### src/rtl/tetris_input_pkg.sv
// Shared op codes, key bit positions, player ids and repeat-FSM states for the input path.
package tetris_input_pkg;

    typedef enum logic [1:0] {
        OP_ROT   = 2'b00,
        OP_LEFT  = 2'b01,
        OP_RIGHT = 2'b10,
        OP_DROP  = 2'b11
    } op_e;

    localparam int KEY_ROT   = 0;
    localparam int KEY_LEFT  = 1;
    localparam int KEY_RIGHT = 2;
    localparam int KEY_DROP  = 3;

    typedef enum logic {
        P1 = 1'b0,
        P2 = 1'b1
    } player_e;

    typedef enum logic [1:0] {
        ST_IDLE,
        ST_HOLD,
        ST_DAS,
        ST_RPT
    } fsm_state_e;

    typedef struct packed {
        logic vld;
        op_e  op;
    } slot_t;

    // Rotate beats left beats right beats drop; vld=0 means nothing held.
    function automatic slot_t prio_key(input logic [3:0] nib);
        slot_t r;
        r.vld = 1'b1;
        r.op  = OP_ROT;
        if (nib[KEY_ROT])        r.op = OP_ROT;
        else if (nib[KEY_LEFT])  r.op = OP_LEFT;
        else if (nib[KEY_RIGHT]) r.op = OP_RIGHT;
        else if (nib[KEY_DROP])  r.op = OP_DROP;
        else                     r.vld = 1'b0;
        return r;
    endfunction

endpackage

### src/rtl/key_action_scheduler_if.sv
// Command port from the scheduler to the game engine (valid/ready).
interface key_action_scheduler_if;
    import tetris_input_pkg::*;

    logic    cmd_valid;
    logic    cmd_ready;
    player_e cmd_player;
    op_e     cmd_op;

    modport master (output cmd_valid, output cmd_player, output cmd_op, input cmd_ready);
    modport slave  (input cmd_valid, input cmd_player, input cmd_op, output cmd_ready);
endinterface

### src/rtl/key_repeat_fsm.sv
// One player's press / delayed-auto-shift / auto-repeat generator; event_o is a
// same-cycle pulse derived from the registered key nibble and the held state.
module key_repeat_fsm
    import tetris_input_pkg::*;
#(
    parameter int DAS_CYC  = 5_000_000,
    parameter int ARR_CYC  = 1_250_000,
    parameter int DROP_CYC = 750_000,
    parameter int CNT_W    = 23
) (
    input  logic       clk_i,
    input  logic       rst_i,
    input  logic       enable_i,
    input  logic [3:0] nibble_i,
    output logic       event_o,
    output op_e        op_o
);
    localparam logic [CNT_W-1:0] DAS_LD  = CNT_W'(DAS_CYC - 1);
    localparam logic [CNT_W-1:0] ARR_LD  = CNT_W'(ARR_CYC - 1);
    localparam logic [CNT_W-1:0] DROP_LD = CNT_W'(DROP_CYC - 1);

    fsm_state_e       state_q;
    logic [CNT_W-1:0] cnt_q;
    op_e              lat_q;
    logic             arm_q;
    slot_t            act;
    logic             press;
    logic             tick;

    always_comb begin
        act     = prio_key(nibble_i);
        press   = enable_i && arm_q && act.vld && (state_q == ST_IDLE || act.op != lat_q);
        tick    = enable_i && act.vld && !press && (state_q == ST_DAS || state_q == ST_RPT)
                  && (cnt_q == '0);
        event_o = press || tick;
        op_o    = act.op;
    end

    // arm_q blocks a key held through reset from firing until it is released once.
    always_ff @(posedge clk_i) begin
        if (rst_i) begin
            state_q <= ST_IDLE;
            cnt_q   <= '0;
            lat_q   <= OP_ROT;
            arm_q   <= 1'b0;
        end else begin
            if (nibble_i == 4'd0) arm_q <= 1'b1;
            if (!enable_i || !act.vld) begin
                state_q <= ST_IDLE;
                cnt_q   <= '0;
            end else if (press) begin
                lat_q <= act.op;
                case (act.op)
                    OP_ROT:            begin state_q <= ST_HOLD; cnt_q <= '0;      end
                    OP_LEFT, OP_RIGHT: begin state_q <= ST_DAS;  cnt_q <= DAS_LD;  end
                    OP_DROP:           begin state_q <= ST_RPT;  cnt_q <= DROP_LD; end
                endcase
            end else if (state_q == ST_DAS || state_q == ST_RPT) begin
                if (cnt_q == '0) begin
                    state_q <= ST_RPT;
                    cnt_q   <= (lat_q == OP_DROP) ? DROP_LD : ARR_LD;
                end else begin
                    cnt_q <= cnt_q - CNT_W'(1);
                end
            end
        end
    end

endmodule

### src/rtl/key_action_scheduler.sv
// Held-key vector to game commands for two players, round-robin onto one valid/ready port.
// Press to cmd_valid is 3 cycles; a stalled command holds its payload, newer events overwrite the 1-deep slot.
module key_action_scheduler
    import tetris_input_pkg::*;
#(
    parameter int DAS_CYC  = 5_000_000,
    parameter int ARR_CYC  = 1_250_000,
    parameter int DROP_CYC = 750_000,
    parameter int CNT_W    = 23
) (
    input  logic                          clk25_i,
    input  logic                          rst_i,
    input  logic [7:0]                    key_state_i,
    input  logic                          enable_i,
    key_action_scheduler_if.master        cmd_if
);
    logic [7:0] key_q;
    logic [1:0] ev;
    op_e        ev_op [2];
    slot_t      slot_q [2];
    slot_t      slot_d [2];
    player_e    rr_q, rr_d;
    logic       vld_q, vld_d;
    player_e    ply_q, ply_d;
    op_e        op_q, op_d;
    logic       load;
    logic       gnt_vld;
    player_e    gnt_ply;
    logic [1:0] gnt_oh;

    key_repeat_fsm #(.DAS_CYC(DAS_CYC), .ARR_CYC(ARR_CYC), .DROP_CYC(DROP_CYC), .CNT_W(CNT_W))
    u_fsm_p1 (
        .clk_i(clk25_i), .rst_i(rst_i), .enable_i(enable_i),
        .nibble_i(key_q[3:0]), .event_o(ev[0]), .op_o(ev_op[0])
    );

    key_repeat_fsm #(.DAS_CYC(DAS_CYC), .ARR_CYC(ARR_CYC), .DROP_CYC(DROP_CYC), .CNT_W(CNT_W))
    u_fsm_p2 (
        .clk_i(clk25_i), .rst_i(rst_i), .enable_i(enable_i),
        .nibble_i(key_q[7:4]), .event_o(ev[1]), .op_o(ev_op[1])
    );

    always_comb begin
        load    = !vld_q || cmd_if.cmd_ready;
        gnt_vld = enable_i && load && (slot_q[0].vld || slot_q[1].vld);
        gnt_ply = (slot_q[0].vld && slot_q[1].vld) ? rr_q : (slot_q[1].vld ? P2 : P1);
        gnt_oh  = {gnt_ply == P2, gnt_ply == P1} & {2{gnt_vld}};

        vld_d = vld_q;
        ply_d = ply_q;
        op_d  = op_q;
        rr_d  = rr_q;
        if (load) begin
            vld_d = gnt_vld;
            if (gnt_vld) begin
                ply_d = gnt_ply;
                op_d  = (gnt_ply == P2) ? slot_q[1].op : slot_q[0].op;
                rr_d  = (gnt_ply == P1) ? P2 : P1;
            end
        end

        // A fresh event wins over a same-cycle drain so it is never lost.
        for (int p = 0; p < 2; p++) begin
            slot_d[p] = slot_q[p];
            if (!enable_i) begin
                slot_d[p] = '0;
            end else if (ev[p]) begin
                slot_d[p].vld = 1'b1;
                slot_d[p].op  = ev_op[p];
            end else if (gnt_oh[p]) begin
                slot_d[p].vld = 1'b0;
            end
        end
    end

    always_ff @(posedge clk25_i) begin
        key_q <= key_state_i;
    end

    always_ff @(posedge clk25_i) begin
        if (rst_i) begin
            vld_q     <= 1'b0;
            ply_q     <= P1;
            op_q      <= OP_ROT;
            rr_q      <= P1;
            slot_q[0] <= '0;
            slot_q[1] <= '0;
        end else begin
            vld_q     <= vld_d;
            ply_q     <= ply_d;
            op_q      <= op_d;
            rr_q      <= rr_d;
            slot_q[0] <= slot_d[0];
            slot_q[1] <= slot_d[1];
        end
    end

    assign cmd_if.cmd_valid  = vld_q;
    assign cmd_if.cmd_player = ply_q;
    assign cmd_if.cmd_op     = op_q;

endmodule
### src/flat_wrapper.sv
// flat-port wrapper written by rule: the top's interface ports become plain ports
module key_action_scheduler_flat import tetris_input_pkg::*;
#(
    parameter int DAS_CYC  = 5_000_000,
    parameter int ARR_CYC  = 1_250_000,
    parameter int DROP_CYC = 750_000,
    parameter int CNT_W    = 23
)
  (clk25_i, rst_i, key_state_i, enable_i, cmd_if_cmd_valid, cmd_if_cmd_player, cmd_if_cmd_op, cmd_if_cmd_ready);
  key_action_scheduler_if cmd_if_i ();
  input  logic clk25_i;
  input  logic rst_i;
  input  logic [7:0] key_state_i;
  input  logic enable_i;
  output wire logic [$bits(cmd_if_i.cmd_valid)-1:0] cmd_if_cmd_valid;
  output wire logic [$bits(cmd_if_i.cmd_player)-1:0] cmd_if_cmd_player;
  output wire logic [$bits(cmd_if_i.cmd_op)-1:0] cmd_if_cmd_op;
  input wire logic [$bits(cmd_if_i.cmd_ready)-1:0] cmd_if_cmd_ready;
  assign cmd_if_cmd_valid = cmd_if_i.cmd_valid;
  assign cmd_if_cmd_player = cmd_if_i.cmd_player;
  assign cmd_if_cmd_op = cmd_if_i.cmd_op;
  assign cmd_if_i.cmd_ready = cmd_if_cmd_ready;
  key_action_scheduler #(.DAS_CYC(DAS_CYC), .ARR_CYC(ARR_CYC), .DROP_CYC(DROP_CYC), .CNT_W(CNT_W)) u_core (.clk25_i(clk25_i), .rst_i(rst_i), .key_state_i(key_state_i), .enable_i(enable_i), .cmd_if(cmd_if_i));
endmodule
### config.mk
export PLATFORM = sky130hd
export DESIGN_NAME = key_action_scheduler_flat
export DESIGN_NICKNAME = d
export VERILOG_FILES = /design/src/rtl/tetris_input_pkg.sv /design/src/rtl/key_action_scheduler_if.sv /design/src/rtl/key_repeat_fsm.sv /design/src/rtl/key_action_scheduler.sv /design/src/flat_wrapper.sv
export SDC_FILE = /design/constraint.sdc
export NUM_CORES = 1
export LEC_CHECK = 0
export ABC_AREA = 1
export CORE_MARGIN = 3
export CORE_UTILIZATION = 60
export DETAILED_ROUTE_END_ITERATION = 16
export PLACE_DENSITY = 0.8
export SLEW_MARGIN = 0
export SYNTH_ARGS = -nofsm -noshare
export SYNTH_HDL_FRONTEND = slang
export SYNTH_HIERARCHICAL = 1
export SYNTH_SLANG_ARGS = --single-unit
### constraint.sdc
create_clock -name clk25_i -period 1.85 [get_ports clk25_i]
set_input_delay 0.4625 -clock clk25_i [delete_from_list [all_inputs] [get_ports clk25_i]]
set_output_delay 0.4625 -clock clk25_i [all_outputs]
set_load 0.01 [all_outputs]
==> impl_metrics.env <==
export IMPL_outcome="finished, final reports clean"
export IMPL_pin_count_of_the_biggest_net_entering_global_routing=16
export IMPL_ant_nets=0
export IMPL_timing_max_cap_violations=0
export IMPL_regToRegStartpoint="u_core/u_fsm_p1/cnt_q[0]$_SDFFE_PP0P_"
export IMPL_syn_area_per_cell_um2=6.55
export IMPL_seq_power_share=0.467
export IMPL_clock_tree_buffer_depth=2
export IMPL_port_buffers=15
export IMPL_hold_path_startpoint="u_core/cmd_if.cmd_player$_SDFFE_PP0P_"
export IMPL_grtUsageTotal=0.292
export IMPL_drt_vias_per_instance=5.46
export IMPL_min_delay_path_class="register to register"
export IMPL_post_synth_top_area_cell="sky130_fd_sc_hd__dfxtp_1"
export IMPL_grt_pass1_wl_um=20700
export IMPL_syn_nets=737
export IMPL_postSynth_asyncResetShare=0
export IMPL_routedWlPerCell_um=13.8
export IMPL_crit_path_start_kind="register"
export IMPL_ir_worst_vdd_mv=0.369
export IMPL_yosys_register_bits=75
export IMPL_die_y_um=94.5
export IMPL_antenna_cells_inserted=0
export IMPL_design_core_area_mm2=0.00741
export IMPL_yosys_top_cells_area="sky130_fd_sc_hd__dfxtp_1 32%, sky130_fd_sc_hd__nand2_1 14%, sky130_fd_sc_hd__nor2_1 9.8%"
export IMPL_finalHoldViolations=0
export IMPL_global_route_overflow_total=0
export IMPL_ys_warnings_count=6
export IMPL_drv_slew=0
export IMPL_worst_setup_path_type="register to register"
export IMPL_critical_path_required_ns=2.11
export IMPL_finish_utilization=0.756
export IMPL_final_min_period_over_clock_period=0.964
export IMPL_tightest_slew_ns=0.395
export IMPL_routed_wl_um=12300
export IMPL_share_clk_of_total_power=0.340
export IMPL_stdcell_count=894
export IMPL_routed_via_count=4877
export IMPL_p_leak_nw=2.79
export IMPL_die_footprint_mm2=0.00892
export IMPL_critical_path_peak_fanout=9
export IMPL_worst_r2r_cell_count=10
export IMPL_hold_buffer_count_at_cts=0
export IMPL_place_detailed_instances=878
export IMPL_dp_final_hpwl_um=9300
export IMPL_reg2reg_to="u_core/u_fsm_p1/cnt_q[21]$_SDFFE_PP0P_"
export IMPL_numClockSinks=75
export IMPL_finalCriticalPeriod_ns=1.78
export IMPL_synthMostInstantiatedCell="sky130_fd_sc_hd__nand2_1"
export IMPL_number_of_antenna_violations_at_the_first_check_in_global_routing=0
export IMPL_setup_viol_count_final=0
export IMPL_yosys_cell_types_count=31
export IMPL_n_fill_cell=612
export IMPL_maximum_clock_rate_mhz=561
export IMPL_ios=16
export IMPL_relSlewSlack=0.737
export IMPL_synth_top_cell_area_share=0.320
export IMPL_cells_traversed_along_the_worst_timing_path="inv_1, ha_1, nand2_1, nor2_1, nand3_2, buf_4, nand2_2, nand2_1, nand2_1, nor2_1"
export IMPL_start_util=0.634
export IMPL_dr_pass1_iters=5
export IMPL_power_switching_mw=1.13
export IMPL_post_cts_resized_instances=0
export IMPL_endpoint_arrival_time_on_the_critical_path_ns=2.04
export IMPL_worst_case_hold_path_end_point="u_core/cmd_if.cmd_player$_SDFFE_PP0P_"
export IMPL_number_of_nets_in_the_finished_design=810
export IMPL_synth_top_cells_by_count="170 x sky130_fd_sc_hd__nand2_1, 122 x sky130_fd_sc_hd__nor2_1, 87 x sky130_fd_sc_hd__inv_1"
export IMPL_power_frac_comb=0.193
export IMPL_synth_top_flop_cell="sky130_fd_sc_hd__dfxtp_1"
export IMPL_htree_levels=3
export IMPL_synthCells=717
export IMPL_clkLatencyLatePin_ns=0.36
export IMPL_synth_sequential_area_ratio=0.320
export IMPL_synth_edff_count=0
export IMPL_cts_root_buffer_cell="sky130_fd_sc_hd__clkbuf_8"
export IMPL_timing_critical_path_to_type="register"
export IMPL_drt_drc_violations_left=0
export IMPL_slowest_stage="sky130_fd_sc_hd__dfxtp_1"
export IMPL_worstHoldPathCells=2
export IMPL_starting_drc_count_in_detailed_routing=382
export IMPL_placement_rows=31
export IMPL_cts_post_setup_buffers_inserted=0
export IMPL_tritoncts="done"
export IMPL_p_sw_frac=0.317
export IMPL_area_growth_syn_to_layout_pct=19.3
export IMPL_via_count_of_the_first_global_routing_pass=4524
export IMPL_cpPeakStageDelay_ns=0.32
export IMPL_routabilityCongestion=0.922
export IMPL_pwr_density_cell_mw_per_mm2=634
export IMPL_reg2reg_setup_slack_ns=0.07
export IMPL_critPathLaunch="u_core/u_fsm_p1/cnt_q[0]$_SDFFE_PP0P_"
export IMPL_cts_buffers=9
export IMPL_clock_transition_at_the_registers_of_the_reported_paths_ns=0.09
export IMPL_layout_drive_gt1_share=0.181
export IMPL_die_x_um=94.5
export IMPL_synthesis_area_mm2=0.00469
export IMPL_cell_internal_pwr_mw=2.42
export IMPL_clock_skew_final_ns=0.00966
export IMPL_path_common_cell="sky130_fd_sc_hd__nand2_1"
==> flip-flops by register name, summed over array words and instances, names as in the netlist, 2 cells and up <==
signal,cells
u_core/u_fsm_p2/state_q,2
u_core/u_fsm_p2/cnt_q,23
u_core/u_fsm_p1/cnt_q,23
u_core/key_q,8
u_core/u_fsm_p1/lat_q,2
u_core/slot_q,6
u_core/u_fsm_p1/state_q,2
u_core/cmd_if.cmd_op,2
u_core/u_fsm_p2/lat_q,2
==> kinds of logic after synthesis <==
family,Yosys count,synth area share
buf+inv,104,0.0978
flops,75,0.320
xor+xnor,27,0.0504
fa+ha+maj,8,0.0213
compound gates,68,0.0784
simple gates,435,0.432
==> through the flow <==
| step | power (mW) | setup TNS [ns] | cell area [um2] | hold WS [ns] | worst slack (ns) |
|---|---|---|---|---|---|
| final | 3.55 | 0 | 5600 | 0.464 | 0.0662 |
| after global routing | 3.72 | -0.170 | 5600 | 0.494 | -0.0536 |
| after CTS | 3.54 | 0 | 5570 | 0.465 | 0.00231 |
| after detailed placement | 2.36 | -9.67 | 5390 | 0.452 | -0.301 |
| after global placement | 2.34 | -6.16 | 5390 | 0.443 | -0.180 |
| after floorplan | 2.13 | 0 | 4690 | 0.428 | 0.255 |
==> layout by cell type, fill, tap and decap left out, types with 4 or more instances in the layout <==
| master | n |
|---|---|
| sky130_fd_sc_hd__nand2_1 | 169 |
| sky130_fd_sc_hd__inv_1 | 86 |
| sky130_fd_sc_hd__inv_2 | 5 |
| sky130_fd_sc_hd__ha_1 | 7 |
| sky130_fd_sc_hd__nor2_2 | 13 |
| sky130_fd_sc_hd__buf_12 | 7 |
| sky130_fd_sc_hd__a211oi_1 | 4 |
| sky130_fd_sc_hd__a21oi_1 | 29 |
| sky130_fd_sc_hd__nand3_2 | 9 |
| sky130_fd_sc_hd__nand2_4 | 4 |
| sky130_fd_sc_hd__inv_6 | 4 |
| sky130_fd_sc_hd__nor2_4 | 9 |
| sky130_fd_sc_hd__nand3b_1 | 6 |
| sky130_fd_sc_hd__o21ai_1 | 11 |
| sky130_fd_sc_hd__nand2_2 | 20 |
| sky130_fd_sc_hd__nand4_1 | 12 |
| sky130_fd_sc_hd__xnor2_1 | 10 |
| sky130_fd_sc_hd__dfxtp_1 | 75 |
| sky130_fd_sc_hd__clkdlybuf4s50_1 | 15 |
| sky130_fd_sc_hd__nand3_1 | 65 |
| sky130_fd_sc_hd__clkbuf_8 | 9 |
| sky130_fd_sc_hd__nor3_1 | 5 |
| sky130_fd_sc_hd__xor2_1 | 17 |
| sky130_fd_sc_hd__o21ai_0 | 18 |
| sky130_fd_sc_hd__buf_4 | 52 |
| sky130_fd_sc_hd__nor2_1 | 119 |
==> power by group through the flow <==
stage	Combinational [mW]	Sequential (mW)	Clock [mW]
finish	0.684	1.66	1.21
global route	0.756	1.66	1.30
CTS	0.667	1.66	1.22
detailed placement	0.660	1.70	0
global placement	0.646	1.69	0
floorplan	0.436	1.69	0
==> worst max-delay path by stage <==
stage,endpoint,slack (ns)
6_report,u_core/u_fsm_p1/cnt_q[21]$_SDFFE_PP0P_,0.07
5_1_grt,u_core/u_fsm_p1/cnt_q[3]$_SDFFE_PP0P_,-0.05
4_1_cts,u_core/u_fsm_p1/cnt_q[10]$_SDFFE_PP0P_,0.002
3_5_place_dp,u_core/u_fsm_p1/cnt_q[2]$_SDFFE_PP0P_,-0.30
3_3_place_gp,u_core/u_fsm_p1/cnt_q[3]$_SDFFE_PP0P_,-0.18
2_1_floorplan,u_core/slot_q[0][0]$_SDFFE_PP0P_,0.25
==> final cells by class <==
cell class              instances  area (um2)  area share
multi-input cells             538        2770       0.494
flip-flops and latches         75        1500       0.268
repair buffers                 74         681       0.121
inverters                      92         348      0.0621
clock buffers                   9         124      0.0221
well taps                      99         124      0.0221
clock inverters                 7        58.8      0.0105
==> critical path: cells and delay by family (launching register included) <==
kind,cells,cell delay (ns)
DFF,1,0.32
and+or+nand+nor,7,0.83
buffers and inverters,2,0.34
adders and majority gates,1,0.21
==> layer usage <==
layer | global-route usage | part of all wire | vias up
met5 | 0 | 0 | -
met4 | 0.0757 | 0.015 | 0
li1 | - | - | 2418
met3 | 0.0629 | 0.084 | 19
met1 | 0.385 | 0.44 | 2222
met2 | 0.486 | 0.47 | 218
Power figures use the tool's default switching activity.
